==> src/rtl/ether_pkg.sv <==
// ether_pkg: shared bus field indices, minimum frame length and arbiter states for the reply path
package ether_pkg;
  localparam int BUS_OK     = 10;
  localparam int BUS_STROBE = 9;
  localparam int BUS_WRITE  = 8;
  localparam int MIN_FRAME  = 60;
  typedef enum logic [1:0] {IDLE, GRANT, SEND} arb_state_e;
endpackage

==> src/rtl/reply_arb_if.sv <==
// reply_arb_if: reply buses in, transmit byte stream out
//   rx_bus  NPORT x {ok, strobe, write, data[7:0]}
//   tx_*    valid/ready byte stream with sop/eop and source port
//   pending committed-unsent flags, drop one-cycle discard pulses
interface reply_arb_if #(parameter int NPORT = 3);
  logic [NPORT*11-1:0] rx_bus;
  logic                tx_ready;
  logic [7:0]          tx_data;
  logic                tx_valid;
  logic                tx_sop;
  logic                tx_eop;
  logic [1:0]          tx_port;
  logic [NPORT-1:0]    pending;
  logic [NPORT-1:0]    drop;
  modport slave  (input rx_bus, tx_ready, output tx_data, tx_valid, tx_sop, tx_eop, tx_port, pending, drop);
  modport master (output rx_bus, tx_ready, input tx_data, tx_valid, tx_sop, tx_eop, tx_port, pending, drop);
endinterface

==> src/rtl/reply_buf.sv <==
// reply_buf: per-port reply buffer with commit/drop logic and registered synchronous read
//   bus_i   {ok, strobe, write, data}   re_i/raddr_i  read enable/address (data in rdata_o next cycle)
//   clr_i   release the pending reply   len_o/pend_o  committed length and pending flag
//   drop_o  registered discard pulse
module reply_buf
  import ether_pkg::*;
#(
  parameter int AW = 7
) (
  input  logic          clk,
  input  logic          rst_n,
  input  logic [10:0]   bus_i,
  input  logic          re_i,
  input  logic [AW-1:0] raddr_i,
  input  logic          clr_i,
  output logic [7:0]    rdata_o,
  output logic [AW:0]   len_o,
  output logic          pend_o,
  output logic          drop_o
);
  logic [7:0]  mem_q [2**AW];
  logic [7:0]  rdata_q;
  logic [AW:0] wp_q, wp_d, len_q;
  logic        pend_q, ovf_q, ovf_d, lost_q, drop_q;
  logic        wr, st, store, commit;
  always_comb begin
    wr     = bus_i[BUS_WRITE];
    st     = bus_i[BUS_STROBE];
    store  = wr & !pend_q & !wp_q[AW];
    wp_d   = wp_q + {{AW{1'b0}}, store};
    ovf_d  = ovf_q | (wr & !pend_q & wp_q[AW]);
    // a byte written in the strobe cycle is part of the committed reply
    commit = st & !pend_q & !lost_q & bus_i[BUS_OK] & !ovf_d & (wp_d != '0);
  end
  always_ff @(posedge clk)
    if (store) mem_q[wp_q[AW-1:0]] <= bus_i[7:0];
  always_ff @(posedge clk or negedge rst_n) begin
    if (!rst_n) begin
      wp_q    <= '0;
      len_q   <= '0;
      pend_q  <= 1'b0;
      ovf_q   <= 1'b0;
      lost_q  <= 1'b0;
      drop_q  <= 1'b0;
      rdata_q <= '0;
    end else begin
      wp_q   <= st ? '0 : wp_d;
      ovf_q  <= !st & ovf_d;
      lost_q <= !st & (lost_q | (wr & pend_q));
      pend_q <= !clr_i & (pend_q | commit);
      drop_q <= st & !commit;
      if (commit) len_q <= wp_d;
      if (re_i) rdata_q <= mem_q[raddr_i];
    end
  end
  assign rdata_o = rdata_q;
  assign len_o   = len_q;
  assign pend_o  = pend_q;
  assign drop_o  = drop_q;
endmodule

==> src/rtl/reply_arb.sv <==
// reply_arb: buffers one reply per port and streams committed replies round-robin to the MAC
//   clk, rst_n (async, active-low); bus_io: reply_arb_if.slave (rx_bus in, tx stream/pending/drop out)
//   REPLY_ARB_PAD_EN: pad frames shorter than MIN_FRAME with 0x00 bytes
module reply_arb
  import ether_pkg::*;
#(
  parameter int NPORT = 3,
  parameter int AW    = 7
) (
  input logic        clk,
  input logic        rst_n,
  reply_arb_if.slave bus_io
);
  localparam int CW = (AW + 1 > 7) ? AW + 1 : 7;
  arb_state_e       st_q;
  logic [1:0]       port_q, last_q, gnt;
  logic [CW-1:0]    idx_q, tot;
  logic             valid_q, sop_q, eop_q;
  logic [NPORT-1:0] pend, drop, re, clr;
  logic [7:0]       rdata [NPORT];
  logic [AW:0]      len [NPORT];
  logic [AW:0]      len_sel;
  logic [7:0]       dat;
  logic [AW-1:0]    raddr;
  int               best, d;
  for (genvar i = 0; i < NPORT; i++) begin : g_buf
    reply_buf #(.AW(AW)) u_buf (
      .clk     (clk),
      .rst_n   (rst_n),
      .bus_i   (bus_io.rx_bus[11*i +: 11]),
      .re_i    (re[i]),
      .raddr_i (raddr),
      .clr_i   (clr[i]),
      .rdata_o (rdata[i]),
      .len_o   (len[i]),
      .pend_o  (pend[i]),
      .drop_o  (drop[i])
    );
  end
  // round-robin: smallest distance from last grant + 1 wins
  always_comb begin
    gnt  = '0;
    best = NPORT;
    d    = 0;
    for (int p = 0; p < NPORT; p++) begin
      d = (p + NPORT - 1 - int'(last_q)) % NPORT;
      if (pend[p] && d < best) begin
        best = d;
        gnt  = 2'(p);
      end
    end
  end
  always_comb begin
    len_sel = '0;
    dat     = '0;
    for (int p = 0; p < NPORT; p++) begin
      if (2'(p) == ((st_q == GRANT) ? gnt : port_q)) len_sel = len[p];
      if (2'(p) == port_q) dat = rdata[p];
    end
    raddr = (st_q == GRANT) ? '0 : AW'(idx_q + 1'b1);
    for (int p = 0; p < NPORT; p++) begin
      re[p]  = (st_q == GRANT && gnt == 2'(p)) || (st_q == SEND && bus_io.tx_ready && !eop_q && port_q == 2'(p));
      clr[p] = st_q == SEND && bus_io.tx_ready && eop_q && port_q == 2'(p);
    end
  end
`ifdef REPLY_ARB_PAD_EN
  assign tot            = (CW'(len_sel) < CW'(MIN_FRAME)) ? CW'(MIN_FRAME) : CW'(len_sel);
  // bytes past the stored length are pad, whatever the memory returned
  assign bus_io.tx_data = (idx_q < CW'(len_sel)) ? dat : 8'h00;
`else
  assign tot            = CW'(len_sel);
  assign bus_io.tx_data = dat;
`endif
  always_ff @(posedge clk or negedge rst_n) begin
    if (!rst_n) begin
      st_q    <= IDLE;
      port_q  <= '0;
      last_q  <= 2'(NPORT - 1);
      idx_q   <= '0;
      valid_q <= 1'b0;
      sop_q   <= 1'b0;
      eop_q   <= 1'b0;
    end else begin
      case (st_q)
        IDLE: if (|pend) st_q <= GRANT;
        GRANT: begin
          port_q  <= gnt;
          last_q  <= gnt;
          idx_q   <= '0;
          valid_q <= 1'b1;
          sop_q   <= 1'b1;
          eop_q   <= tot == CW'(1);
          st_q    <= SEND;
        end
        SEND: begin
          if (bus_io.tx_ready && eop_q) begin
            valid_q <= 1'b0;
            sop_q   <= 1'b0;
            eop_q   <= 1'b0;
            st_q    <= IDLE;
          end else if (bus_io.tx_ready) begin
            idx_q <= idx_q + 1'b1;
            sop_q <= 1'b0;
            eop_q <= idx_q + CW'(2) == tot;
          end
        end
        default: st_q <= IDLE;
      endcase
    end
  end
  assign bus_io.tx_valid = valid_q;
  assign bus_io.tx_sop   = sop_q;
  assign bus_io.tx_eop   = eop_q;
  assign bus_io.tx_port  = port_q;
  assign bus_io.pending  = pend;
  assign bus_io.drop     = drop;
endmodule

==> src/flat_wrapper.sv <==
// flat-port wrapper written by rule: the top's interface ports become plain ports
module reply_arb_flat import ether_pkg::*;
#(
  parameter int NPORT = 3,
  parameter int AW    = 7
)
  (clk, rst_n, bus_io_rx_bus, bus_io_tx_ready, bus_io_tx_data, bus_io_tx_valid, bus_io_tx_sop, bus_io_tx_eop, bus_io_tx_port, bus_io_pending, bus_io_drop);
  reply_arb_if #(.NPORT(NPORT)) bus_io_i ();
  input logic clk;
  input logic rst_n;
  input wire logic [$bits(bus_io_i.rx_bus)-1:0] bus_io_rx_bus;
  input wire logic [$bits(bus_io_i.tx_ready)-1:0] bus_io_tx_ready;
  output wire logic [$bits(bus_io_i.tx_data)-1:0] bus_io_tx_data;
  output wire logic [$bits(bus_io_i.tx_valid)-1:0] bus_io_tx_valid;
  output wire logic [$bits(bus_io_i.tx_sop)-1:0] bus_io_tx_sop;
  output wire logic [$bits(bus_io_i.tx_eop)-1:0] bus_io_tx_eop;
  output wire logic [$bits(bus_io_i.tx_port)-1:0] bus_io_tx_port;
  output wire logic [$bits(bus_io_i.pending)-1:0] bus_io_pending;
  output wire logic [$bits(bus_io_i.drop)-1:0] bus_io_drop;
  assign bus_io_i.rx_bus = bus_io_rx_bus;
  assign bus_io_i.tx_ready = bus_io_tx_ready;
  assign bus_io_tx_data = bus_io_i.tx_data;
  assign bus_io_tx_valid = bus_io_i.tx_valid;
  assign bus_io_tx_sop = bus_io_i.tx_sop;
  assign bus_io_tx_eop = bus_io_i.tx_eop;
  assign bus_io_tx_port = bus_io_i.tx_port;
  assign bus_io_pending = bus_io_i.pending;
  assign bus_io_drop = bus_io_i.drop;
  reply_arb #(.NPORT(NPORT), .AW(AW)) u_core (.clk(clk), .rst_n(rst_n), .bus_io(bus_io_i));
endmodule
==> config.mk <==
export PLATFORM = sky130hd
export DESIGN_NAME = reply_arb_flat
export DESIGN_NICKNAME = d
export VERILOG_FILES = /design/src/rtl/ether_pkg.sv /design/src/rtl/reply_arb_if.sv /design/src/rtl/reply_buf.sv /design/src/rtl/reply_arb.sv /design/src/flat_wrapper.sv
export SDC_FILE = /design/constraint.sdc
export NUM_CORES = 2
export LEC_CHECK = 0
export CAP_MARGIN = 15
export CORE_UTILIZATION = 55
export DETAILED_ROUTE_END_ITERATION = 8
export GPL_TIMING_DRIVEN = 0
export PLACE_DENSITY = 0.71
export SYNTH_ARGS = -nofsm -noshare
export SYNTH_HDL_FRONTEND = slang
export SYNTH_SLANG_ARGS = --single-unit
==> constraint.sdc <==
create_clock -name clk -period 7.31 [get_ports clk]
set_input_delay 1.0965 -clock clk [delete_from_list [all_inputs] [get_ports clk]]
set_output_delay 1.0965 -clock clk [all_outputs]
set_load 0.1 [all_outputs]
==> results.tsv <==
stage	metric	value	unit
logic_synthesis	sequential fraction of the synthesis area	0.7525	
cts	TritonCTS clock tree	built	
logic_synthesis	synthesized cell area	125900	um^2
drt	router iterations before antenna repair	6	
timing	final setup vio count	14	
global_route	vias in the first global route	75670	
logic_synthesis	count leader, synth	edfxtp_1	
run	max cap viols	0	
cells_and_area	share of layout cells above drive strength 1	0.1475	
timing	Hold Vio Cnt, Final	0	
cells_and_area	final std cells w/o fill	11080	
cts	CTS Buf Count	335	
place	Post-DP HPWL	324400	um
global_route	initial antenna violation count	48	
place	DP Cell Count	10420	
logic_synthesis	Synth async-reset ratio	0.03183	
logic_synthesis	number of flops mapped to enable cells by yosys	3072	
place	RD Place Congestion	1.046	
floorplan	die width	480.5	um
logic_synthesis	Synth Register Bits	3173	
critical_path	crit-path max FO	16	
timing	worst-margin pin slew	1483	ps
run_status	outcome	finished, violations left	
logic_synthesis	post-synth top area share	0.7324	
drt	Detailed Route WL	457600	um
floorplan	Initial Util	0.5536	
worst_hold_path	Hold Crit Class	input pin to async pin	
global_route	first-pass GRT wire length	613500	um
cells_and_area	area grow syn2layout	13.59	%
global_route	GRT Total Usage	0.3943	
drt	DRC Markers	0	
drt	Vias per Instance	7.292	
timing	setup tns final	-2817	ps
timing	Achievable Freq	128.8	MHz
timing	final max-slew violation count	0	
drt	initial DRC count	15010	
floorplan	Die ar.	230900	um^2
global_route	largest net degree at the start of global routing	91	
pwr	worst vdd ir	0.2832	mV
critical_path	critical path capture point type	flop	
global_route	total grt overflow	0	
logic_synthesis	Avg Cell Area, Syn	17.31	um^2
critical_path	critical path class	flop to flop	
timing	Rel. slew slack	0.01124	
timing	Layout Skew	51.57	ps
critical_path	Slowest cell on crit path	clkbuf_2	
pwr	total leakage power	43.75	nW
pwr	PwrDens	391.6	nW/um^2
logic_synthesis	Syn Nets	7343	
logic_synthesis	top cells by area, synth	edfxtp_1 73%, mux4_2 8.1%, o221ai_1 3.5%	
drt	ANT nets after route	0	
timing	share of the clock period used by the worst path	1.062	
timing	min cycle time layout	7762	ps
cts	TritonCTS Sinks	3173	
timing	final setup margin	-452.0	ps
drt	Routed WL per cell	41.30	um
cts	# hold bufs at CTS	0	
critical_path	crit start category	flop	
drt	Vias	80800	
floorplan	Die Y	480.5	um
logic_synthesis	top cell type by total area after synthesis	edfxtp_1	
logic_synthesis	Synth top cells by count	3,072 x edfxtp_1, 497 x o221ai_1, 489 x a21oi_1	
critical_path	cells along the critical path	ha_1, xor2_1, and2_0, clkbuf_2, clkbuf_1, clkbuf_2, clkbuf_1, o221ai_1, a21oi_1, a21oi_1, a211oi_1, a211oi_1, nor3_1, a21oi_1, o21ai_0	
floorplan	# rows	175	
critical_path	most used cell, CP	a21oi_1	
critical_path	Max stage delay on crit path	960	ps
floorplan	Core Area	227500	um^2
critical_path	WP data arrival	8640	ps
logic_synthesis	Main synth FF type	edfxtp_1	
cts	worst skew pair latency	1000	ps
cts	H-tree depth	5	
cells_and_area	# fillers	15720	
logic_synthesis	YS warnings	0	
logic_synthesis	Syn Inst Count	7278	
cts	maximum clock insertion buffer count	4	
logic_synthesis	library cells used by synthesis	83	
floorplan	I/O pin total	55	
run_status	failing checks	setup timing	
critical_path	Worst EP required	8180	ps
cts	root buffer cell	clkbuf_16	
cells_and_area	Nets	7847	
place	port bufs	54	
cts	Worst-path clk slew	60	ps
## worst paths after layout
check                      cells past startpoint                        startpoint                               end  slack, ps
setup / recovery                              15                   u_core.idx_q[0]  u_core.g_buf[0].u_buf.rdata_o[6]       -450
setup reg to reg                              15                   u_core.idx_q[0]  u_core.g_buf[0].u_buf.rdata_o[6]       -450
max in group asynchronous                      2                             rst_n                  u_core.last_q[1]       6440
min in group clk                               2  u_core.g_buf[0].u_buf.rdata_o[0]  u_core.g_buf[0].u_buf.rdata_o[0]        480
hold / removal                                 1                             rst_n      u_core.g_buf[1].u_buf.drop_o        130
hold reg to reg                                2  u_core.g_buf[0].u_buf.rdata_o[0]  u_core.g_buf[0].u_buf.rdata_o[0]        480
## metrics by stage
step,hold WS [ps],power [mW],cell area [um^2],utilization,setup slack [ps]
detailed placement,469.3,38.27,131900,0.5798,-481.1
global route,162.3,56.54,143000,0.6285,-42.06
floorplan,449.2,29.91,125900,-,810.0
global placement,465.4,37.78,130300,0.5725,-1742
finish,131.6,56.02,143100,0.6289,-452.0
CTS,105.8,54.74,142500,0.6264,56.18
## flip-flops by register name (all words and copies together), names as in the netlist
name                        flops
u_core.g_buf.u_buf.pend_o       3
u_core.bus_io.tx_eop            1
u_core.g_buf.u_buf.lost_q       3
u_core.idx_q                    8
u_core.bus_io.tx_valid          1
u_core.g_buf.u_buf.rdata_o     24
u_core.bus_io.tx_port           2
u_core.st_q                     2
u_core.g_buf.u_buf.wp_q        24
u_core.bus_io.tx_sop            1
u_core.g_buf.u_buf.drop_o       3
u_core.g_buf.u_buf.ovf_q        3
u_core.g_buf.u_buf.len_o       24
u_core.last_q                   2
u_core.g_buf.u_buf.mem_q     3072
## cells by family (layout without fill, tap and decap cells)
kind of cell	count (synthesis)	count (layout)	synth area share
fa+ha+maj	29	29	0.002881
simple gates	1144	1144	0.04298
buf+inv	607	1358	0.01856
compound gates	1809	1809	0.09746
mux	483	483	0.08332
other cells	0	42	0
xor+xnor	33	33	0.002295
flops	3173	3173	0.7525
## critical path, delay by kind of cell (launching register included)
family,cells,cell delay (ps)
buffers and inverters,4,2990
AOI/OAI and AO/OA,7,1670
and+or+nand+nor,2,1600
DFF,1,770
adders and majority gates,1,350
xor gates and xnor gates,1,240
## layer usage
layer  wire length (um)  GRT usage
met3              71250     0.1478
met1             153800     0.5068
met2             195100     0.5609
met5                314  0.0002071
met4              37160     0.2637
## area by class of cell
| type | instances | area (um^2) | area share |
|---|---|---|---|
| well taps | 3009 | 3765 | 0.02632 |
| clock buffers | 402 | 8815 | 0.06161 |
| plain buffers | 579 | 2325 | 0.01625 |
| multi-input cells | 3498 | 29010 | 0.2028 |
| inverters | 27 | 102.6 | 0.0007171 |
| clock inverters | 182 | 1699 | 0.01188 |
| repair buffers | 168 | 2465 | 0.01723 |
| diodes | 42 | 105.1 | 0.0007346 |
| flip-flops and latches | 3173 | 94780 | 0.6625 |
## cell usage in the layout, fill, tap and decap left out, drive strengths merged, types with 7 or more instances in the layout
master         synthesis  routed
a21oi                490     490
nand3                 55      55
xnor2                 14      14
nand4                 13      13
nand2                196     196
o211ai               142     142
mux4                 451     451
clkinvlp               0       7
diode                  0      42
ha                    29      29
or3                  272     272
o221ai               497     497
nor2b                 40      40
and3                   7       7
and2                  13      13
inv                   25      37
nor2                 479     479
a211oi               262     262
xor2                  19      19
mux2                  13      13
bufinv                 0      32
clkbuf               484     887
a31oi                 19      19
buf                   96     230
mux2i                 19      19
clkinv                 2     133
a311oi                10      10
clkdlybuf4s50          0      29
nor4                   9       9
o21ai                325     325
edfxtp              3072    3072
nor3                  38      38
dfrtp                100     100
## power breakdown
part	leakage [nW]	switching (mW)	internal (mW)	total (mW)
Combinational	9.69	13.3	5.78	19.0
Sequential	28.9	0.146	20.1	20.2
Clock	5.16	7.05	9.69	16.7
Total	43.8	20.5	35.6	56.0
## what timing repair did
action	in CTS	in global routing
buffers inserted	1	10
pin swaps	4	10
endpoints found under the setup margin	24	25
gates resized for setup	20	23
Note: power is estimated with default switching activity, not from simulation.
